==> src/rtl/mbscore_wb_stage.sv <==
// rtl/mbscore_wb_stage.sv - MBScore write-back stage: register write, store, or extended load.
// Memory accesses hold mem_* stable until mem_ack or the ACK_TIMEOUT counter expires.
module mbscore_wb_stage #(
   parameter int DATA_WIDTH     = 32,
   parameter int REG_ADDR_WIDTH = 5,
   parameter int ACK_TIMEOUT    = 255
) (
   input  logic                      clk,
   input  logic                      rst_n,
   input  logic                      in_valid,
   output logic                      in_ready,
   input  logic [1:0]                in_sel,
   input  logic [REG_ADDR_WIDTH-1:0] in_rd,
   input  logic [DATA_WIDTH-1:0]     in_alu,
   input  logic [DATA_WIDTH-1:0]     in_addr,
   input  logic [1:0]                in_size,
   input  logic                      in_signed,
   output logic                      mem_req,
   output logic                      mem_we,
   output logic [DATA_WIDTH-1:0]     mem_addr,
   output logic [DATA_WIDTH-1:0]     mem_wdata,
   output logic [1:0]                mem_size,
   input  logic                      mem_ack,
   input  logic [DATA_WIDTH-1:0]     mem_rdata,
   output logic                      rf_we,
   output logic [REG_ADDR_WIDTH-1:0] rf_waddr,
   output logic [DATA_WIDTH-1:0]     rf_wdata,
   output logic                      err
);

   typedef enum logic {S_IDLE, S_MEM_WAIT} state_t;

   localparam logic [1:0]  SEL_ALU_REG = 2'd1;
   localparam logic [1:0]  SEL_ALU_MEM = 2'd2;
   localparam logic [1:0]  SEL_MEM_REG = 2'd3;
   localparam bit          TO_EN       = (ACK_TIMEOUT != 0);
   localparam logic [15:0] TO_LAST     = 16'(ACK_TIMEOUT - 1);

   state_t                    state_q, state_d;
   logic [15:0]               cnt_q, cnt_d;
   logic                      mem_req_q, mem_req_d;
   logic                      mem_we_q, mem_we_d;
   logic [DATA_WIDTH-1:0]     mem_addr_q, mem_addr_d;
   logic [DATA_WIDTH-1:0]     mem_wdata_q, mem_wdata_d;
   logic [1:0]                mem_size_q, mem_size_d;
   logic [REG_ADDR_WIDTH-1:0] rd_q, rd_d;
   logic                      sgn_q, sgn_d;
   logic                      rf_we_q, rf_we_d;
   logic [REG_ADDR_WIDTH-1:0] rf_waddr_q, rf_waddr_d;
   logic [DATA_WIDTH-1:0]     rf_wdata_q, rf_wdata_d;
   logic                      err_q, err_d;

   function automatic logic [DATA_WIDTH-1:0] extend_load(
      input logic [DATA_WIDTH-1:0] d,
      input logic [1:0]            sz,
      input logic                  sgn
   );
      logic [DATA_WIDTH-1:0] r;
      r = d;
      if (sz == 2'd0) begin
         for (int i = 8; i < DATA_WIDTH; i++) r[i] = sgn & d[7];
      end else if (sz == 2'd1) begin
         for (int i = 16; i < DATA_WIDTH; i++) r[i] = sgn & d[15];
      end
      return r;
   endfunction

   always_comb begin
      state_d     = state_q;
      cnt_d       = cnt_q;
      mem_req_d   = mem_req_q;
      mem_we_d    = mem_we_q;
      mem_addr_d  = mem_addr_q;
      mem_wdata_d = mem_wdata_q;
      mem_size_d  = mem_size_q;
      rd_d        = rd_q;
      sgn_d       = sgn_q;
      rf_we_d     = 1'b0;
      rf_waddr_d  = rf_waddr_q;
      rf_wdata_d  = rf_wdata_q;
      err_d       = 1'b0;
      case (state_q)
         S_IDLE: begin
            if (in_valid) begin
               if (in_sel == SEL_ALU_REG) begin
                  if (in_rd != '0) begin
                     rf_we_d    = 1'b1;
                     rf_waddr_d = in_rd;
                     rf_wdata_d = in_alu;
                  end
               end else if (in_sel == SEL_ALU_MEM || in_sel == SEL_MEM_REG) begin
                  state_d     = S_MEM_WAIT;
                  cnt_d       = '0;
                  mem_req_d   = 1'b1;
                  mem_we_d    = (in_sel == SEL_ALU_MEM);
                  mem_addr_d  = in_addr;
                  mem_wdata_d = in_alu;
                  mem_size_d  = in_size;
                  rd_d        = in_rd;
                  sgn_d       = in_signed;
               end
            end
         end
         S_MEM_WAIT: begin
            // An ack in the final allowed cycle takes priority over the timeout.
            if (mem_ack) begin
               state_d   = S_IDLE;
               mem_req_d = 1'b0;
               mem_we_d  = 1'b0;
               if (!mem_we_q && rd_q != '0) begin
                  rf_we_d    = 1'b1;
                  rf_waddr_d = rd_q;
                  rf_wdata_d = extend_load(mem_rdata, mem_size_q, sgn_q);
               end
            end else if (TO_EN && cnt_q == TO_LAST) begin
               state_d   = S_IDLE;
               mem_req_d = 1'b0;
               mem_we_d  = 1'b0;
               err_d     = 1'b1;
            end else begin
               cnt_d = cnt_q + 16'd1;
            end
         end
         default: state_d = S_IDLE;
      endcase
   end

   always_ff @(posedge clk or negedge rst_n) begin
      if (!rst_n) begin
         state_q     <= S_IDLE;
         cnt_q       <= '0;
         mem_req_q   <= 1'b0;
         mem_we_q    <= 1'b0;
         mem_addr_q  <= '0;
         mem_wdata_q <= '0;
         mem_size_q  <= '0;
         rd_q        <= '0;
         sgn_q       <= 1'b0;
         rf_we_q     <= 1'b0;
         rf_waddr_q  <= '0;
         rf_wdata_q  <= '0;
         err_q       <= 1'b0;
      end else begin
         state_q     <= state_d;
         cnt_q       <= cnt_d;
         mem_req_q   <= mem_req_d;
         mem_we_q    <= mem_we_d;
         mem_addr_q  <= mem_addr_d;
         mem_wdata_q <= mem_wdata_d;
         mem_size_q  <= mem_size_d;
         rd_q        <= rd_d;
         sgn_q       <= sgn_d;
         rf_we_q     <= rf_we_d;
         rf_waddr_q  <= rf_waddr_d;
         rf_wdata_q  <= rf_wdata_d;
         err_q       <= err_d;
      end
   end

   assign in_ready  = (state_q == S_IDLE);
   assign mem_req   = mem_req_q;
   assign mem_we    = mem_we_q;
   assign mem_addr  = mem_addr_q;
   assign mem_wdata = mem_wdata_q;
   assign mem_size  = mem_size_q;
   assign rf_we     = rf_we_q;
   assign rf_waddr  = rf_waddr_q;
   assign rf_wdata  = rf_wdata_q;
   assign err       = err_q;

endmodule

==> config.mk <==
export PLATFORM = sky130hd
export DESIGN_NAME = mbscore_wb_stage
export DESIGN_NICKNAME = d
export VERILOG_FILES = /design/src/rtl/mbscore_wb_stage.sv
export SDC_FILE = /design/constraint.sdc
export NUM_CORES = 1
export LEC_CHECK = 0
export CORE_UTILIZATION = 30
export DETAILED_ROUTE_END_ITERATION = 12
export SLEW_MARGIN = 20
export SYNTH_ARGS = -nofsm -noshare
export SYNTH_HDL_FRONTEND = slang
export SYNTH_SLANG_ARGS = --single-unit
==> constraint.sdc <==
create_clock -name clk -period 3.18 [get_ports clk]
set_clock_uncertainty 0.2 [all_clocks]
set_input_delay 0.477 -clock clk [delete_from_list [all_inputs] [get_ports clk]]
set_output_delay 0.477 -clock clk [all_outputs]
set_load 0.02 [all_outputs]
# After elaboration in Yosys (flattened, before gate mapping)
# Index checks and enable logic that the tools add are counted.
# word_totals
out_inout_bits	108
reg_bits	130
word_cells	89
# op_classes
n_eq_ne	15
reduce_logical	10
muxes	46
n_bitwise	4
addsub	1
# ops
operator	n
32-bit two-way mux	5
16-bit two-way mux	7
32-bit one-hot mux with 2 select lines	1
16-bit one-hot mux with 2 select lines	1
5-bit two-way mux	5
1-bit two-way mux	21
16-bit by 1-bit adder with 16-bit output (second input constant)	1
16-bit by 8-bit equality test with 1-bit output (second input constant)	1
2-bit != test (second input constant)	5
5-bit one-hot mux with 2 select lines	1
5-bit AND reduction	2
5-bit nonzero test	2
8-bit two-way mux	1
2-bit by 1-bit != test with 1-bit output (second input constant)	4
1-bit one-hot mux with 2 select lines	4
4-bit AND reduction	2
2-bit by 1-bit equality test with 1-bit output (second input constant)	2
2-bit equality test (second input constant)	2
3-bit by 2-bit != test with 1-bit output (second input constant)	1
1-bit AND	2
2-bit zero test	1
1-bit NOT	2
1-bit logical AND	1
1-bit zero test	1
1-bit logical OR	1

# Longest topological paths before layout
# depth
word_depth	6
mapped_depth	8

# Worst setup path after synthesis
# No wires, ideal clock.
# synth_timing
path_type	input port to flip-flop
start	input in_rd[2]
end	register rf_waddr_q[0] (netlist: rf_waddr[0])
stages	6
slack_ns	1.073
required_ns	2.855
arrival_ns	1.782
path_cell_list	or4_1 > o21ai_1 > o31ai_1 > buf_6 > buf_6 > mux2_4
# synth_via
elab_chain_len	3
# synth_lines
element	line	text
from (decl)	13	input logic [REG_ADDR_WIDTH-1:0] in_rd,
5-bit nonzero test	86	if (in_rd != '0) begin
2-bit by 1-bit != test with 1-bit output (no line)	n/a	
5-bit AND reduction (no line)	n/a	
to (signal assigned)	154	rf_waddr_q <= rf_waddr_d;
to (decl)	49	logic [REG_ADDR_WIDTH-1:0] rf_waddr_q, rf_waddr_d;
# Every way passes these cells.
# A chain may end at the register's enable or synchronous reset.

# Worst setup path in the final report
# layout_timing
start	register state_q
end	output in_ready
# layout_via
elab_chain_len	1
# layout_lines
element	line	text
from (decl)	39	state_t state_q, state_d;
from (signal assigned)	144	state_q <= state_d;
1-bit NOT (no line)	n/a	
to (decl)	11	output logic in_ready,
# Every way passes these cells.

==> impl_metrics.tcl <==
set metrics [dict create \
    path_clk_slew_ns 0.06 \
    end_kind "output port" \
    vias 4497 \
    setup_viol 0 \
    maxSlewViolCount 0 \
    synth-seq-cells 130 \
    grt_pass1_vias 4905 \
    wire_per_inst_um 16.72 \
    worst_slew_pin_slew_ns 0.5488 \
    rr_worst_depth 5 \
    ys.flop_type "dfrtp_1" \
    synth_most_common_cell "dfrtp_1" \
    clockBufferDepth 2 \
    startpoint_type "flop" \
    cts-root-buf "clkbuf_16" \
    fmax_mhz 370.9 \
    stdcell_count 963 \
    synth_top_area_share 0.5469 \
    worst-path-buf-inv 2 \
    p_leak_nw 3.649 \
    cts.sinks 130 \
    start_util 0.3056 \
    track_usage 0.1661 \
    layout-drive-gt1-share 0.2407 \
    dieArea_um2 20390 \
    post-route-min-period_ns 2.696 \
    holdWs_ns 0.3019 \
    slowest_delay_ns 0.68 \
    dp.cells 931 \
    crit_chain "inv_1 -> clkdlybuf4s50_1" \
    antennaDiodeCount 0 \
    dr.pass1.iters 6 \
    crit_cells 2 \
    grt_overflow_total 0 \
    hold_viol 0 \
    insertion_delay_ns 0.42 \
    synth_area_leader_cell "dfrtp_1" \
    fin_nets 798 \
    synth_edf_count 0 \
    synthXorXnorAreaFrac 0 \
    fp.dieW_um 142.8 \
    maxCapViolations 0 \
    synth_top_family_by_area "multiplexers" \
    slew_headroom 0.6342 \
    drc_errors 0 \
    syn_inst 470 \
    core_area_um2 19460 \
    yosys-top-cells-count "dfrtp_1, mux2_2, nand2_1" \
    drtIter0Drc 193 \
    p_per_area_nw_per_um2 745.0 \
    ys_types 37 \
    synth_fp_nets 582 \
    cpMaxStageDelayCell "clkdlybuf4s50_1" \
    synthSimpleGateAreaFrac 0.08035 \
    muxShareOfSynthArea 0.2398 \
    final_antenna_net_count 0 \
    place_ws_ns 0.4459 \
    path_max_fanout 20 \
    fin_crit_sh 0.8479 \
    rows 51 \
    vias_per_cell 4.670 \
    critical_path.top_delay_family "buffers and inverters" \
    cts_tree "done" \
    async_reset_ff_frac 1.000 \
    fin_setup_tns_ns 0 \
    worstHoldPathCells 1 \
    worstPathRequired_ns 2.50 \
    fin_util 0.4630 \
    path_class "reg2out" \
    min_path_type "reg2reg" \
    cp.arrival_ns 2.02 \
    wl_um 16100 \
    vdd_drop_max_mv 0.3770 \
    dp_hpwl_um 11550 \
    synth-adder-area-share 0.004207 \
    antenna_found_initial 1 \
    gp_congestion 0.7994 \
    synthTopCellsByArea "dfrtp_1, mux2_2, mux2_4" \
    areaGrowthSynthToFinish_pct 51.49 \
    htreeDepth 4 \
    grt_pass1_wl_um 25940 \
    fin_ws_ns 0.4836 \
    synth_area_per_cell_um2 12.66 \
    ys_seq_area_frac 0.5469 \
    io_pins 218 \
    cts_buffers 17 \
    io_buffer_count 217 \
    synth_compound_area_frac 0.08982 \
    status "finished, final reports clean" \
    rsz0062_at_grt "no" \
    ys.warnings.count 0 \
    grt_max_degree 58 \
    die_h_um 142.8 \
    syn_area_um2 5948 \
]
[repair_timing]
action / in CTS / in global routing
gates resized for setup: 0 / 0
setup buffers: 0 / 0
hold buffers: 1 / 0
hold endpoints to repair: 53 / 0
[cell type report]
class                   instances  area, um2
flip-flops and latches        130       3254
clock inverters                 4      72.57
multi-input cells             294       2496
inverters                      14      52.55
fillers                      1774      10450
repair buffers                229       2291
clock buffers                  27      513.0
well taps                     265      331.6
[logic make-up after synthesis]
logic type | after synthesis
adders and majority gates | 2
AOI/OAI and AO/OA | 77
muxes | 124
buffers and inverters | 46
and+or+nand+nor | 91
DFF | 130
[per-layer routing]
layer	share of wire	GRT usage	wire length, um
met5	0	0	0
met4	0.011	0.05772	183
met3	0.071	0.05634	1138
met2	0.49	0.2768	7883
met1	0.43	0.1994	6893
[cells in the final DEF (no fill, tap or decap), types with 2 or more instances in the layout]
master and instances:
and4_1 2, a31oi_4 5, buf_4 9, dfrtp_1 129, clkbuf_8 5, o21ai_0 22, a21oi_1 25, bufinv_16 2
nand2b_1 4, nand2_1 29, clkbuf_16 17, a41oi_1 4, o21ai_1 4, buf_12 2, clkdlybuf4s50_1 216, a31oi_1 10
nand4_1 4, mux2_2 104, and3_1 2, inv_1 14, ha_1 2, and4bb_2 2, clkbuf_1 5, mux2_4 11
mux2i_1 9, nor2_1 25, nand3b_1 8, or4_1 2, nand3_1 7
[worst reg2reg max path, cell delays in order (launching register included)]
cell and delay, ns:
dfrtp_2 0.57, inv_1 0.36, nand3_4 0.32, nand2b_1 0.48, buf_4 0.30, a31oi_4 0.10
[state kept, by name, indices dropped and copies added (netlist names)]
| register | flops |
|---|---|
| mem_addr | 32 |
| mem_wdata | 32 |
| rf_wdata | 32 |
| cnt_q | 16 |
| rd_q | 5 |
| rf_waddr | 5 |
| mem_size | 2 |
| err | 1 |
| mem_req | 1 |
| mem_we | 1 |
| rf_we | 1 |
| sgn_q | 1 |
| state_q | 1 |
[metrics by stage]
step           area, um2  total power [W]
5_1_grt             9011         0.007050
4_1_cts             9011         0.006808
3_5_place_dp        8416         0.004811
3_3_place_gp        8416         0.004773
2_1_floorplan       5948         0.003578
6_report            9011         0.006713
[path summary, 6_finish.rpt]
path                              start           end  slack (ns)
hold reg to reg            mem_wdata[4]  mem_wdata[4]        0.30
setup reg to reg                state_q      cnt_q[3]        0.72
max in group asynchronous         rst_n       rd_q[1]        1.67
min in group asynchronous         rst_n  mem_addr[29]        0.42
setup / recovery                state_q      in_ready        0.48
hold / removal             mem_wdata[4]  mem_wdata[4]        0.30
[report_power, final]
part           leakage [nW]  internal [W]  switching (W)
Clock                 0.284       0.00125       0.000695
Combinational          1.80       0.00126        0.00110
Sequential             1.56       0.00210       0.000313
Total                  3.65       0.00461        0.00211
Note: power is estimated with default switching activity, not from simulation.
